### src/rtl/wb_ram_arbiter_2m.sv
// Two-master round-robin Wishbone arbiter in front of one single-port RAM slave.
// Optional slave watchdog enabled by defining WB_RAM_ARBITER_TIMEOUT_EN.
`timescale 1ns/1ps
module wb_ram_arbiter_2m #(
    parameter int unsigned ADR_WIDTH      = 32,
    parameter int unsigned TIMEOUT_CYCLES = 16
) (
    input  logic                 wb_clk_i,
    input  logic                 wb_rst_i,
    input  logic [ADR_WIDTH-1:0] m0_adr_i,
    input  logic [31:0]          m0_dat_i,
    input  logic [3:0]           m0_sel_i,
    input  logic                 m0_we_i,
    input  logic                 m0_cyc_i,
    input  logic                 m0_stb_i,
    output logic [31:0]          m0_dat_o,
    output logic                 m0_ack_o,
    output logic                 m0_err_o,
    input  logic [ADR_WIDTH-1:0] m1_adr_i,
    input  logic [31:0]          m1_dat_i,
    input  logic [3:0]           m1_sel_i,
    input  logic                 m1_we_i,
    input  logic                 m1_cyc_i,
    input  logic                 m1_stb_i,
    output logic [31:0]          m1_dat_o,
    output logic                 m1_ack_o,
    output logic                 m1_err_o,
    output logic [ADR_WIDTH-1:0] s_adr_o,
    output logic [31:0]          s_dat_o,
    output logic [3:0]           s_sel_o,
    output logic                 s_we_o,
    output logic                 s_cyc_o,
    output logic                 s_stb_o,
    input  logic [31:0]          s_dat_i,
    input  logic                 s_ack_i,
    input  logic                 s_err_i,
    output logic [1:0]           grant_o
);

    if (TIMEOUT_CYCLES < 2) begin : g_bad_timeout
        $error("TIMEOUT_CYCLES must be >= 2");
    end

    // State encoding doubles as the one-hot grant vector.
    typedef enum logic [1:0] {
        ST_IDLE = 2'b00,
        ST_M0   = 2'b01,
        ST_M1   = 2'b10
    } state_t;

    state_t r_state;
    state_t w_state_nxt;
    logic   r_last_owner;
    logic   w_last_owner_nxt;
    logic   w_timeout;

    function automatic state_t arbitrate(input logic req0, input logic req1, input logic last);
        if (req0 && req1) return last ? ST_M0 : ST_M1;
        if (req0)         return ST_M0;
        if (req1)         return ST_M1;
        return ST_IDLE;
    endfunction

    always_ff @(posedge wb_clk_i or posedge wb_rst_i) begin
        if (wb_rst_i) begin
            r_state      <= ST_IDLE;
            r_last_owner <= 1'b1;
        end else begin
            r_state      <= w_state_nxt;
            r_last_owner <= w_last_owner_nxt;
        end
    end

    // Release re-arbitrates in the same edge so the other master sees no idle bubble.
    always_comb begin
        w_state_nxt      = r_state;
        w_last_owner_nxt = r_last_owner;
        case (r_state)
            ST_IDLE: w_state_nxt = arbitrate(m0_cyc_i, m1_cyc_i, r_last_owner);
            ST_M0: begin
                if (!m0_cyc_i) begin
                    w_last_owner_nxt = 1'b0;
                    w_state_nxt      = arbitrate(m0_cyc_i, m1_cyc_i, 1'b0);
                end
            end
            ST_M1: begin
                if (!m1_cyc_i) begin
                    w_last_owner_nxt = 1'b1;
                    w_state_nxt      = arbitrate(m0_cyc_i, m1_cyc_i, 1'b1);
                end
            end
            default: w_state_nxt = ST_IDLE;
        endcase
    end

    // Slave port and return path follow the grant register.
    always_comb begin
        s_adr_o  = '0;
        s_dat_o  = '0;
        s_sel_o  = '0;
        s_we_o   = 1'b0;
        s_cyc_o  = 1'b0;
        s_stb_o  = 1'b0;
        m0_dat_o = '0;
        m0_ack_o = 1'b0;
        m0_err_o = 1'b0;
        m1_dat_o = '0;
        m1_ack_o = 1'b0;
        m1_err_o = 1'b0;
        case (r_state)
            ST_M0: begin
                s_adr_o  = m0_adr_i;
                s_dat_o  = m0_dat_i;
                s_sel_o  = m0_sel_i;
                s_we_o   = m0_we_i;
                s_cyc_o  = m0_cyc_i;
                s_stb_o  = m0_stb_i & ~w_timeout;
                m0_dat_o = s_dat_i;
                m0_ack_o = s_ack_i;
                m0_err_o = s_err_i | w_timeout;
            end
            ST_M1: begin
                s_adr_o  = m1_adr_i;
                s_dat_o  = m1_dat_i;
                s_sel_o  = m1_sel_i;
                s_we_o   = m1_we_i;
                s_cyc_o  = m1_cyc_i;
                s_stb_o  = m1_stb_i & ~w_timeout;
                m1_dat_o = s_dat_i;
                m1_ack_o = s_ack_i;
                m1_err_o = s_err_i | w_timeout;
            end
            default: ;
        endcase
    end

    assign grant_o = r_state;

`ifdef WB_RAM_ARBITER_TIMEOUT_EN
    localparam int unsigned CNT_W = $clog2(TIMEOUT_CYCLES);

    logic [CNT_W-1:0] r_wdog;
    logic             r_timeout;
    logic             w_pending;

    // Strobe outstanding at the slave with no termination this cycle.
    assign w_pending = s_cyc_o & s_stb_o & ~s_ack_i & ~s_err_i;

    always_ff @(posedge wb_clk_i or posedge wb_rst_i) begin
        if (wb_rst_i) begin
            r_wdog    <= '0;
            r_timeout <= 1'b0;
        end else if (r_timeout) begin
            r_wdog    <= '0;
            r_timeout <= 1'b0;
        end else if (w_pending) begin
            if (r_wdog == CNT_W'(TIMEOUT_CYCLES - 1)) begin
                r_wdog    <= '0;
                r_timeout <= 1'b1;
            end else begin
                r_wdog <= r_wdog + CNT_W'(1);
            end
        end else begin
            r_wdog <= '0;
        end
    end

    assign w_timeout = r_timeout;
`else
    assign w_timeout = 1'b0;
`endif

endmodule

### config.mk
export PLATFORM = sky130hd
export DESIGN_NAME = wb_ram_arbiter_2m
export DESIGN_NICKNAME = d
export VERILOG_FILES = /design/src/rtl/wb_ram_arbiter_2m.sv
export SDC_FILE = /design/constraint.sdc
export NUM_CORES = 1
export LEC_CHECK = 0
export CAP_MARGIN = 20
export CORE_AREA = 2 2 124 126
export DETAILED_ROUTE_END_ITERATION = 10
export DIE_AREA = 0 0 126 128
export GPL_TIMING_DRIVEN = 0
export PLACE_DENSITY = 0.6
export SYNTH_ARGS = -nofsm -noshare
export SYNTH_HDL_FRONTEND = slang
export SYNTH_SLANG_ARGS = --single-unit
### constraint.sdc
create_clock -name wb_clk_i -period 2.2 [get_ports wb_clk_i]
set_input_delay 0.55 -clock wb_clk_i [delete_from_list [all_inputs] [get_ports wb_clk_i]]
set_output_delay 0.55 -clock wb_clk_i [all_outputs]
set_load 0.1 [all_outputs]
==> results of run 1 <==
==> stage by stage <==
step | area [um2] | TNS (ps)
4_1_cts | 8070 | -10330
3_3_place_gp | 6060 | -136460
2_1_floorplan | 2650 | -17920
6_report | 8260 | -7100
3_5_place_dp | 6060 | -140090
5_1_grt | 8260 | -11870
==> routing by layer <==
metal	track usage	share of wire	wire length (um)
met5	0	0	0
met4	0.0291	0.011	162
met3	0.0401	0.079	1140
met2	0.353	0.59	8490
met1	0.159	0.32	4660
==> cell usage after synthesis, drive strengths merged <==
cell,n
buf,5
nor2b,70
a21oi,3
dfrtp,2
a22oi,70
inv,5
dfstp,1
a22o,1
o41ai,2
nand2,4
a31oi,1
and2,69
ha,5
clkbuf,25
nand2b,1
==> cell type report <==
cell class                 instances  share of cell area
buffer                            29              0.0623
clock buffer                       4             0.00955
inverter                           5             0.00318
multi-input combinational        226               0.320
sequential                         3              0.0102
tap                              188              0.0285
timing repair buffer             340               0.567
==> worst max-delay path, stage by stage (launching register included) <==
cell and delay [ps]:
dfrtp_4 510, ha_4 210, buf_12 150, buf_12 130, a22o_4 240, and2_4 140
buf_12 160
==> logic make-up after synthesis <==
logic type | Yosys count
and+or+nand+nor | 144
AOI/OAI and AO/OA | 77
adders and majority gates | 5
buffers and inverters | 35
DFF | 3
==> registers in the layout, indices dropped and copies added (netlist names) <==
signal,flops
grant_o,2
r_last_owner,1
==> path summary, 6_finish.rpt <==
path                            slack [ps]                  endpoint  cells past startpoint                startpoint
worst max-delay path                  -130                   s_cyc_o                      6    grant_o[0]$_DFFE_PP0P_
worst min-delay path                   510    grant_o[0]$_DFFE_PP0P_                      2                  wb_rst_i
worst max register to register         430    grant_o[0]$_DFFE_PP0P_                      6    grant_o[0]$_DFFE_PP0P_
worst min register to register         550  r_last_owner$_DFFE_PP1P_                      2  r_last_owner$_DFFE_PP1P_
max in group asynchronous             1480  r_last_owner$_DFFE_PP1P_                      2                  wb_rst_i
min in group wb_clk_i                  550  r_last_owner$_DFFE_PP1P_                      2  r_last_owner$_DFFE_PP1P_
==> power by group <==
group	leakage (nW)	switching [mW]	total (mW)	internal [mW]
Clock	0.0382	0.0512	0.290	0.239
Sequential	0.0334	0.0406	0.136	0.0957
Combinational	3.09	7.11	12.4	5.27
==> cell usage in the layout, fill, tap and decap left out, types with 2 or more instances in the layout <==
| master | instances |
|---|---|
| a21oi_1 | 3 |
| a22oi_2 | 70 |
| and2_2 | 4 |
| and2_4 | 65 |
| buf_12 | 110 |
| buf_16 | 2 |
| buf_4 | 12 |
| buf_6 | 14 |
| buf_8 | 31 |
| clkbuf_16 | 16 |
| clkbuf_8 | 8 |
| clkdlybuf4s50_1 | 177 |
| dfrtp_4 | 2 |
| ha_4 | 4 |
| inv_1 | 3 |
| nand2_1 | 4 |
| nor2b_4 | 69 |
| o41ai_2 | 2 |
==> timing repair <==
item                                    in CTS  in global routing
cloned                                       7                  4
endpoints found under the setup margin     141                133
pin swaps                                   17                 15
buffers inserted                             8                  3
endpoints found under the hold margin        0                  0
resized for setup                         1322                 38
hold buffers                                 0                  0
==> out/metrics.yaml, run 1 <==
grt-ovfl-total: 0
power.total_mw: 12.8
core_um2: 14900
hp-class: "input pin to async pin"
firstDrtPassIters: 4
synth_area_um2: 1780
cp-start-kind: "flop"
worst_slew_pin_slew_ps: 565
ys_types: 16
layoutNonFillerInstCount: 795
cts_tree: "built"
synth_top_family_by_area: "simple AND/OR/NAND/NOR gates"
min_period_over_period: 1.06
status: "complete, but fails checks"
die-area_um2: 16100
first_iter_violations: 66
syn_inst: 264
vias: 3387
area_growth_pct: 365
powerDensity_nw_per_um2: 1550
routabilityCongestion: 0.805
portBuffers: 318
start_util: 0.120
yosys.area_share.simple: 0.501
end_kind: "output port"
grt_max_degree: 11
yosysWarnings: 0
dp_slack_ps: -1200
via_per_inst: 4.26
drt_wl_total_um: 14400
finish.utilization: 0.555
grt_first_pass_wirelength_um: 21100
grt_pass1_vias: 3816
placementRows: 45
die_w_um: 126
synth_compound_area_frac: 0.336
numCtsBuffers: 3
antenna_cells: 0
synth-adder-area-share: 0.0352
worst_slack_ps: -131
power.leakage_nw: 3.16
synth_seq_cells: 3
max_slew_margin: 0.625
period_needed_ps: 2330
crit_required_ps: 1650
violations: "negative setup slack"
insertion_delay_ps: 220
ioPinCount: 319
clock-sinks: 3
nNetsFinal: 791
seq_area_um2: 83.8
avgSynthCellArea_um2: 6.73
cts_root_buffer: "clkbuf_16"
slew_viol_final: 0
drc: 0
final-setup-viol-count: 100
yosysTopAreaCell: "a22oi_1"
max_freq_mhz: 429
cp_max_fo: 7
ant_nets: 0
ys_seq_area_frac: 0.0430
holdWs_ps: 505
dp_cells: 770
hold_violations: 0
post_drt_wl_per_cell_um: 18.2
cp.arrival_ps: 1780
multi_input_area_um2: 2640
synth_top_cell_area_share: 0.296
clock_skew_ps: 0.259
nFillCells: 1201
dieHeight_um: 128
drv_cap: 0
cts_buffer_depth: 2
cts.htree.levels: 1
peakVddDrop_v: 0.000736
path_class: "flop to output port"
antenna_found_initial: 0
synthTopCellsByArea: "a22oi_1 (30%), nor2b_1 (25%), and2_1 (24%), clkbuf_1 (5.3%), ha_1 (3.5%)"
synthMuxAreaShare: 0
hpwl_um: 10700
syn_nets: 447
layout-drive-gt1-share: 0.685
clkSlewWorstSetupHoldPaths_ps: 30
rsz0062_at_grt: "yes"
synth-xor-area-share: 0
grt_use_total: 0.166
No activity file was read; power rests on OpenSTA's default activity.
==> inputs of run 2 (changes only) <==
--- a/config.mk
+++ b/config.mk
@@ -6,11 +6,11 @@
 export NUM_CORES = 1
 export LEC_CHECK = 0
 export CAP_MARGIN = 20
-export CORE_AREA = 2 2 124 126
+export CORE_AREA = 4 4 122 124
 export DETAILED_ROUTE_END_ITERATION = 10
 export DIE_AREA = 0 0 126 128
 export GPL_TIMING_DRIVEN = 0
-export PLACE_DENSITY = 0.6
+export PLACE_DENSITY = 0.63
 export SYNTH_ARGS = -nofsm -noshare
 export SYNTH_HDL_FRONTEND = slang
 export SYNTH_SLANG_ARGS = --single-unit
==> constraint.sdc (replaced) <==
create_clock -name wb_clk_i -period 2.2 [get_ports wb_clk_i]
set_input_delay 0.44 -clock wb_clk_i [delete_from_list [all_inputs] [get_ports wb_clk_i]]
set_output_delay 0.44 -clock wb_clk_i [all_outputs]
set_load 0.1 [all_outputs]
==> run 2 against run 1 <==
The run still ends with negative setup slack left. Final cell count down 2.8%. Combinational power shrank 9%. Via count down 2.6%. Die area is the same. Wire length decreased by 4.6%.
==> out/metrics.yaml, run 2 (synthesis results as in run 1) <==
status: "complete, but fails checks"  # unchanged
violations: "negative setup slack"  # unchanged
antenna_cells: 0  # unchanged
power.total_mw: 11.7  # was 12.8 mW
cts_tree: "built"  # unchanged
start_util: 0.129  # was 0.120
holdWs_ps: 386  # was 505 ps
grt_use_total: 0.158  # was 0.166
insertion_delay_ps: 230  # was 220 ps
worstPathCellList: "clkdlybuf4s50_1"  # was ha_4, buf_12, buf_12, a22o_4, and2_4, buf_12
grt_pass1_vias: 3828  # was 3816
grt_max_degree: 11  # unchanged
layoutNonFillerInstCount: 773  # was 795
nFillCells: 1212  # was 1201
worst_slack_ps: -65.9  # was -131 ps
die-area_um2: 16100  # unchanged
seq_area_um2: 83.8  # unchanged
portBuffers: 318  # unchanged
r2r_setup_slack_ps: 400  # was 430 ps
rr_worst_depth: 7  # was 6
multi_input_area_um2: 2430  # was 2640 um2
area_growth_pct: 323  # was 365%
worstSetupEndpoint: "grant_o[0]"  # was s_cyc_o
cp-start-kind: "flop"  # unchanged
slew_viol_final: 0  # unchanged
cts_root_buffer: "clkbuf_16"  # unchanged
post_drt_wl_per_cell_um: 17.8  # was 18.2 um
via_per_inst: 4.27  # was 4.26
max_slew_margin: 0.350  # was 0.625
crit_path_max_incr_delay_ps: 1150  # was 510 ps
path_class: "flop to output port"  # unchanged
finish.utilization: 0.545  # was 0.555
rr_startpoint: "grant_o[1]$_DFFE_PP0P_"  # was grant_o[0]$_DFFE_PP0P_
vias: 3300  # was 3387
cp.arrival_ps: 1830  # was 1780 ps
core_um2: 13800  # was 14900 um2
cts_buffer_depth: 2  # unchanged
hp-class: "input pin to async pin"  # unchanged
numCtsBuffers: 3  # unchanged
peakVddDrop_v: 0.000659  # was 0.000736 V
clock_skew_ps: 2.61  # was 0.259 ps
end_kind: "output port"  # unchanged
final_common_cell: "clkdlybuf4s50_1"  # unchanged
ctsHoldBuffers: 0  # unchanged
crit_required_ps: 1760  # was 1650 ps
crit_family: "buffers and inverters"  # was flip-flops
first_iter_violations: 100  # was 66
dieHeight_um: 128  # unchanged
drt_wl_total_um: 13800  # was 14400 um
crit_buf_inv: 1  # was 3
hold_violations: 0  # unchanged
layout-drive-gt1-share: 0.619  # was 0.685
drc: 0  # unchanged
finalSetupTns_ps: -1170  # was -7100 ps
grt_first_pass_wirelength_um: 20700  # was 21100 um
critical_path_depth: 1  # was 6
worst_slew_pin_slew_ps: 971  # was 565 ps
firstDrtPassIters: 4  # unchanged
die_w_um: 126  # unchanged
ant_nets: 0  # unchanged
nNetsFinal: 777  # was 791
dp_cells: 762  # was 770
antenna_found_initial: 0  # unchanged
min_period_over_period: 1.03  # was 1.06
critical_path.slowest_cell: "clkdlybuf4s50_1"  # was dfrtp_4
largest_register_ff_count: 2  # unchanged
clock-sinks: 3  # unchanged
clkSlewWorstSetupHoldPaths_ps: 30  # about the same
ioPinCount: 319  # unchanged
r2r-end: "grant_o[0]$_DFFE_PP0P_"  # unchanged
hpwl_um: 11000  # was 10700 um
cp_max_fo: 4  # was 7
crit_path_start: "grant_o[0]$_DFFE_PP0P_"  # unchanged
max_freq_mhz: 441  # was 429 MHz
rsz0062_at_grt: "yes"  # unchanged
drv_cap: 0  # unchanged
powerDensity_nw_per_um2: 1560  # was 1550 nW/um2
power.leakage_nw: 2.92  # was 3.16 nW
cts.htree.levels: 1  # unchanged
final_cell_mix: "clkdlybuf4s50_1 (178), buf_12 (103), nor2b_4 (69), buf_6 (42), and2_2 (40)"  # was clkdlybuf4s50_1 (177), buf_12 (110), a22oi_2 (70), nor2b_4 (69), and2_4 (65)
routabilityCongestion: 0.831  # was 0.805
grt-ovfl-total: 0  # unchanged
period_needed_ps: 2270  # was 2330 ps
final-setup-viol-count: 54  # was 100
placementRows: 43  # was 45
run 2: cell types whose count changed in the layout (fill, tap and decap cells not counted), sizes merged:
| cell | before | now |
|---|---|---|
| bufbuf | 0 | 1 |
| clkdlybuf4s50 | 177 | 178 |
| clkbuf | 25 | 13 |
| clkdlybuf4s15 | 1 | 0 |
| dlygate4sd2 | 0 | 1 |
| buf | 170 | 166 |
run 2: what timing repair did:
item                       4_1_cts  5_1_grt
buffers inserted                 5        1
pin swaps                        2        0
setup endpoints to repair      141      140
gates cloned                     1        1
resized for setup             1236       54
run 2: worst min-delay path by stage:
| stage | startpoint | to | slack [ps] | depth (start not counted) |
|---|---|---|---|---|
| after CTS | wb_rst_i | grant_o[1]$_DFFE_PP0P_ | 390 | 2 |
| after floorplan | wb_rst_i | grant_o[0]$_DFFE_PP0P_ | 190 | 1 |
| after global routing | wb_rst_i | grant_o[1]$_DFFE_PP0P_ | 410 | 2 |
| after detailed placement | r_last_owner$_DFFE_PP1P_ | r_last_owner$_DFFE_PP1P_ | 540 | 2 |
| after global placement | r_last_owner$_DFFE_PP1P_ | r_last_owner$_DFFE_PP1P_ | 520 | 2 |
| final | wb_rst_i | grant_o[1]$_DFFE_PP0P_ | 390 | 2 |
run 2: power by group:
group	total (mW)	internal [mW]	leakage, nW	switching (mW)
Clock	0.298	0.240	0.0382	0.0580
Sequential	0.140	0.0958	0.0334	0.0442
Combinational	11.3	4.48	2.84	6.83
run 2: final cells by class:
cell class,count,share of cell area
Multi-Input combinational cell,226,0.323
Tap cell,180,0.0300
Sequential cell,3,0.0112
Inverter,5,0.00317
Buffer,29,0.0456
Timing Repair Buffer,326,0.576
Clock buffer,4,0.0105
run 2: metrics by stage:
step           cell area, um2  setup slack (ps)
3_3_place_gp             5940             -1020
5_1_grt                  7510              -106
4_1_cts                  7340              -112
6_report                 7510             -65.9
3_5_place_dp             5940             -1060
2_1_floorplan            2530              -363
run 2: layer usage:
metal,GRT usage,vias up,wire (um)
met5,0,-,0
met1,0.177,1536,4980
met2,0.309,169,7570
li1,-,1576,-
met4,0.0309,0,282
met3,0.0325,19,944
run 2: worst register-to-register path: cells and delay by family (launching register included):
| kind | cells | cell delay (ps) |
|---|---|---|
| DFF | 1 | 470 |
| buffers and inverters | 4 | 500 |
| AOI/OAI and AO/OA | 2 | 520 |
| adders and majority gates | 1 | 190 |
